## config.mk

```make
export PLATFORM = sky130hd
export DESIGN_NAME = fsm_prog
export DESIGN_NICKNAME = d
export VERILOG_FILES = /design/src/rtl/fsm_prog.sv
export SDC_FILE = /design/constraint.sdc
export NUM_CORES = 1
export LEC_CHECK = 0
export ABC_CLOCK_PERIOD_IN_PS = 4700
export BUFFER_PORTS_ARGS = -buffer_cell sky130_fd_sc_hd__clkbuf_2
export CAP_MARGIN = 30
export CORE_MARGIN = 1
export CORE_UTILIZATION = 25
export CTS_CLUSTER_SIZE = 14
export DETAILED_ROUTE_END_ITERATION = 7
export PLACE_DENSITY = 0.48
export SYNTH_ARGS = -nofsm -noshare
export SYNTH_HDL_FRONTEND = slang
export SYNTH_SLANG_ARGS = --single-unit
```

## constraint.sdc

```tcl
create_clock -name clk -period 4.7 [get_ports clk]
set_clock_uncertainty 0.05 [all_clocks]
set_input_delay 0.94 -clock clk [delete_from_list [all_inputs] [get_ports clk]]
set_output_delay 0.94 -clock clk [all_outputs]
set_load 0.005 [all_outputs]
```

## src/rtl/fsm_prog.sv

```systemverilog
`default_nettype none
// ============================================================================
//  Module      : fsm_prog
//  Description : Run-time programmable Mealy state machine. A flop-based
//                transition/output table, indexed by {state, input}, is
//                loaded through a configuration write port. The machine
//                then steps through the table once per enabled clock.
//                Optional macro FSM_PROG_REG_OUT_EN registers the outputs
//                (one-cycle lag, no combinational in->out path).
//  Revision    : 1.0 - initial release
// ============================================================================
module fsm_prog #(
    parameter int NS     = 5,   // number of states, >= 2
    parameter int NI     = 2,   // number of control inputs
    parameter int NO     = 4,   // number of outputs
    parameter int RST_ST = 0    // state on reset and on an illegal transition
) (
    input  logic                          clk,
    input  logic                          rst,
    input  logic                          en,
    input  logic [NI-1:0]                 in,
    input  logic                          cfg_we,
    input  logic [$clog2(NS)+NI-1:0]      cfg_addr,
    input  logic [$clog2(NS)+NO-1:0]      cfg_data,
    output logic [$clog2(NS)-1:0]         st,
    output logic [NO-1:0]                 out,
    output logic                          err,
    output logic                          err_sticky
);

    localparam int SW = $clog2(NS);          // state index width
    localparam int AW = SW + NI;             // table address width
    localparam int EW = SW + NO;             // table entry width
    localparam int NE = NS * (1 << NI);      // number of table entries

    // Reset content of every entry: go to the reset state, outputs low.
    localparam logic [EW-1:0] c_ENTRY_RST = {SW'(RST_ST), {NO{1'b0}}};

    logic [EW-1:0] r_tbl [NE];
    logic [SW-1:0] r_st;
    logic          r_err;
    logic          r_err_sticky;

    logic [AW-1:0] w_idx;
    logic [EW-1:0] w_entry;
    logic [SW-1:0] w_ns;
    logic [NO-1:0] w_o;
    logic          w_ns_legal;
    logic          w_wr_ok;
    logic          w_step;

    // Current lookup address; the state field sits in the MSBs.
    assign w_idx = {r_st, in};

    // Table read mux; r_st never exceeds NS-1 so every legal index hits an entry.
    always_comb begin
        w_entry = c_ENTRY_RST;
        for (int k = 0; k < NE; k++) begin
            if (w_idx == AW'(k)) begin
                w_entry = r_tbl[k];
            end
        end
    end

    assign w_ns       = w_entry[EW-1:NO];
    assign w_o        = w_entry[NO-1:0];
    assign w_ns_legal = (int'(w_ns) < NS);

    // Writes whose state field names a non-existent state are discarded.
    assign w_wr_ok = cfg_we && (int'(cfg_addr[AW-1:NI]) < NS);

    // A configuration write always wins over stepping.
    assign w_step = en && !cfg_we;

    // One register per table entry, loaded when the write address matches.
    generate
        for (genvar k = 0; k < NE; k++) begin : g_entry
            always_ff @(posedge clk or posedge rst) begin
                if (rst) begin
                    r_tbl[k] <= c_ENTRY_RST;
                end else if (w_wr_ok && (cfg_addr == AW'(k))) begin
                    r_tbl[k] <= cfg_data;
                end
            end
        end
    endgenerate

    // State advance with illegal-transition recovery and error flags.
    always_ff @(posedge clk or posedge rst) begin
        if (rst) begin
            r_st         <= SW'(RST_ST);
            r_err        <= 1'b0;
            r_err_sticky <= 1'b0;
        end else if (w_step) begin
            if (w_ns_legal) begin
                r_st  <= w_ns;
                r_err <= 1'b0;
            end else begin
                r_st         <= SW'(RST_ST);
                r_err        <= 1'b1;
                r_err_sticky <= 1'b1;
            end
        end else begin
            r_err <= 1'b0;
        end
    end

    assign st         = r_st;
    assign err        = r_err;
    assign err_sticky = r_err_sticky;

`ifdef FSM_PROG_REG_OUT_EN
    logic [NO-1:0] r_out;

    // Registered outputs: sample the lookup every edge, independent of en/cfg_we.
    always_ff @(posedge clk or posedge rst) begin
        if (rst) begin
            r_out <= '0;
        end else begin
            r_out <= w_o;
        end
    end

    assign out = r_out;
`else
    // Pure Mealy outputs straight from the table lookup.
    assign out = w_o;
`endif

endmodule
`default_nettype wire

```

==> flow_summary.ini <==
[place]
place.gp.congestion = 0.902
port_buffers = 26
place_hpwl_microns = 15000
place_inst = 984
dpl-instance-area_sq_um = 7890
place_ws_ns = 0.557

[setup_path]
critPathLaunchType = primary input
rr_startpoint = st[0]$_DFFE_PP0P_
cp-end-kind = output pin
cp-endpoint = out[1]
crit_type = primary input to output pin
reg2reg_to = st[2]$_DFFE_PP0P_
crit_start = in[0]
crit_arrival_ns = 3.17
crit_fanout = 29
regToRegSetupSlack_ns = 1.79
ff2ff_path_depth = 7
required_ns = 3.71

[floorplanning]
rows = 62
fp.coreArea_sq_um = 28800
ios = 27
dieArea_sq_um = 29900
die_w_microns = 173
floorplan.initialDensity_pct = 25.4
die_h_microns = 173

[cts]
ctsHoldBuffers = 0
clock_path_buffers = 2
postCtsSetupBuffers = 0
clkLatencyLatePin_ns = 0.43
htree_levels = 4
cts_root_buf = clkbuf_16
cts.clk_slew.worst_paths_ns = 0.06
clock-sinks = 145
cts_resized = 0
cts_made_buffers = 17
cts_tree = built

[yosys]
avgSynthCellArea_sq_um = 12.2
yosysSeqAreaShare_pct = 49.6
yosys_most_used_dff = dfrtp_1
yosysUniqueCellTypes = 75
yosysWarningCount = 0
ys_async_sr_fraction_pct = 100
synth_fp_nets = 616
synth_area_sq_um = 7310
synth_cells = 598
synth_edf_count = 0
ys_seq_elements = 145

[outcome]
status = finished, final reports clean

[timing]
rsz0062_at_grt = no
finalSetupViolations = 0
timing.hold.ws_ns = 0.372
setup_slack_ns = 0.539
hold_viol = 0
relSlewSlack_pct = 47.8
period_needed_ns = 4.16
timing.final.crit_share_pct = 88.5
max_slew.worst_pin.slew_ns = 0.780
drv_slew = 0
fmax_mhz = 240
fin_setup_tns_ns = 0

[route]
drt_iter0_drc = 425
wl_met2_microns = 9670
route.detailed.drc = 0
wl_per_cell_microns = 21.2
wl_met3_microns = 951
first_pass_iters = 5
ant_nets = 0
routed_via_density = 4.94
vias = 5019
routed_wl_microns = 21500
met1_length_microns = 10600
top_layer_used = met4

[cells_and_area]
syn_to_final_growth_pct = 16.0
final_cell_mix = dfrtp_1, mux2_2, nand2_1
num_antenna_cells = 0
fillers = 2889
fin_area_sq_um = 8480
final_common_cell = dfrtp_1
final_cell_count_no_fill = 1016
drive_gt1_share_pct = 38.4
fin_nets = 637

[grt]
grt_overflow = 0
track_usage_pct = 14.9
grt_pass1_wl_microns = 33300
antenna_found_initial = 0
grt_pass1_vias = 5120
grt_max_degree = 64

[run]
maxCapViolCount = 0

[hold_path]
hp-class = primary input to asynchronous set/reset pin

[power_and_ir_drop]
powerDensity_nw_per_um2 = 483
leakage_nw = 3.62
vdd_ir_drop_max_v = 0.000272
## synthesized netlist by cell type (7+ instances only)
cell type | number | share of area, %
a21oi_1 | 8 | 0.55
o21ai_0 | 18 | 1.2
a22oi_1 | 7 | 0.72
nor3_1 | 19 | 1.3
mux2i_1 | 10 | 1.4
mux4_2 | 7 | 2.2
dfrtp_1 | 145 | 50
clkbuf_1 | 23 | 1.2
nor2b_1 | 11 | 0.94
buf_2 | 12 | 0.82
nor2_1 | 15 | 0.77
nand3_1 | 11 | 0.75
nand2b_1 | 7 | 0.60
inv_1 | 12 | 0.62
nand2_1 | 33 | 1.7
mux2_2 | 144 | 22
nor3b_1 | 7 | 0.72
## critical path, stage by stage
cell and delay (ns):
clkbuf_2 0.41, buf_4 0.46, nand2b_2 0.24, nor3_2 0.28
a211o_2 0.19, o311ai_0 0.12, buf_4 0.18, a32oi_1 0.18
clkbuf_2 0.15
## report_power, final
part	total (mW)	internal, mW	switching (mW)
clock	1.38	0.834	0.546
sequential	1.69	1.50	0.194
combinational	1.03	0.479	0.553
total	4.10	2.81	1.29
## stage by stage
stage	power (mW)	util (%)
CTS	4.13	29.5
global placement	2.74	27.3
global route	4.30	29.5
finish	4.10	29.5
floorplan	2.34	-
detailed placement	2.73	27.4
## registers in the layout (all words and copies together), names as in the netlist
| register | cells |
|---|---|
| r_tbl | 140 |
| st | 3 |
| err | 1 |
| err_sticky | 1 |
## worst min-delay path by stage
stage	to	slack (ns)	from	cells past startpoint
floorplan	err_sticky$_DFFE_PP0P_	0.41	err_sticky$_DFFE_PP0P_	2
global route	r_tbl[11]$_DFFE_PP0P_	0.38	rst	2
global placement	err_sticky$_DFFE_PP0P_	0.41	err_sticky$_DFFE_PP0P_	2
finish	r_tbl[4]$_DFFE_PP0P_	0.37	rst	2
CTS	r_tbl[4]$_DFFE_PP0P_	0.37	rst	2
detailed placement	err_sticky$_DFFE_PP0P_	0.42	err_sticky$_DFFE_PP0P_	2
## cell type report
| cell class | instances | area [sq um] | area share (%) |
|---|---|---|---|
| clock buffer | 19 | 433 | 5.10 |
| clock inverter | 13 | 161 | 1.90 |
| inverter | 13 | 52.6 | 0.619 |
| multi-input combinational | 396 | 3400 | 40.0 |
| sequential | 145 | 3630 | 42.8 |
| tap | 384 | 480 | 5.66 |
| timing repair buffer | 46 | 330 | 3.89 |
## logic make-up (layout without fill, tap and decap cells)
| family | after synthesis | after routing | synth area share (%) |
|---|---|---|---|
| multiplexers | 164 | 164 | 26.2 |
| AO/OA/AOI/OAI | 91 | 91 | 9.27 |
| flip-flops | 145 | 145 | 49.6 |
| AND/OR/NAND/NOR | 141 | 141 | 10.9 |
| buffers and inverters | 57 | 91 | 4.02 |
## routing by layer
metal | GRT usage [%] | vias to the layer above
li1 | - | 2244
met1 | 21.5 | 2615
met5 | 0 | -
met4 | 3.91 | 0
met3 | 2.84 | 20
met2 | 22.6 | 140
Power figures use the tool's default switching activity.
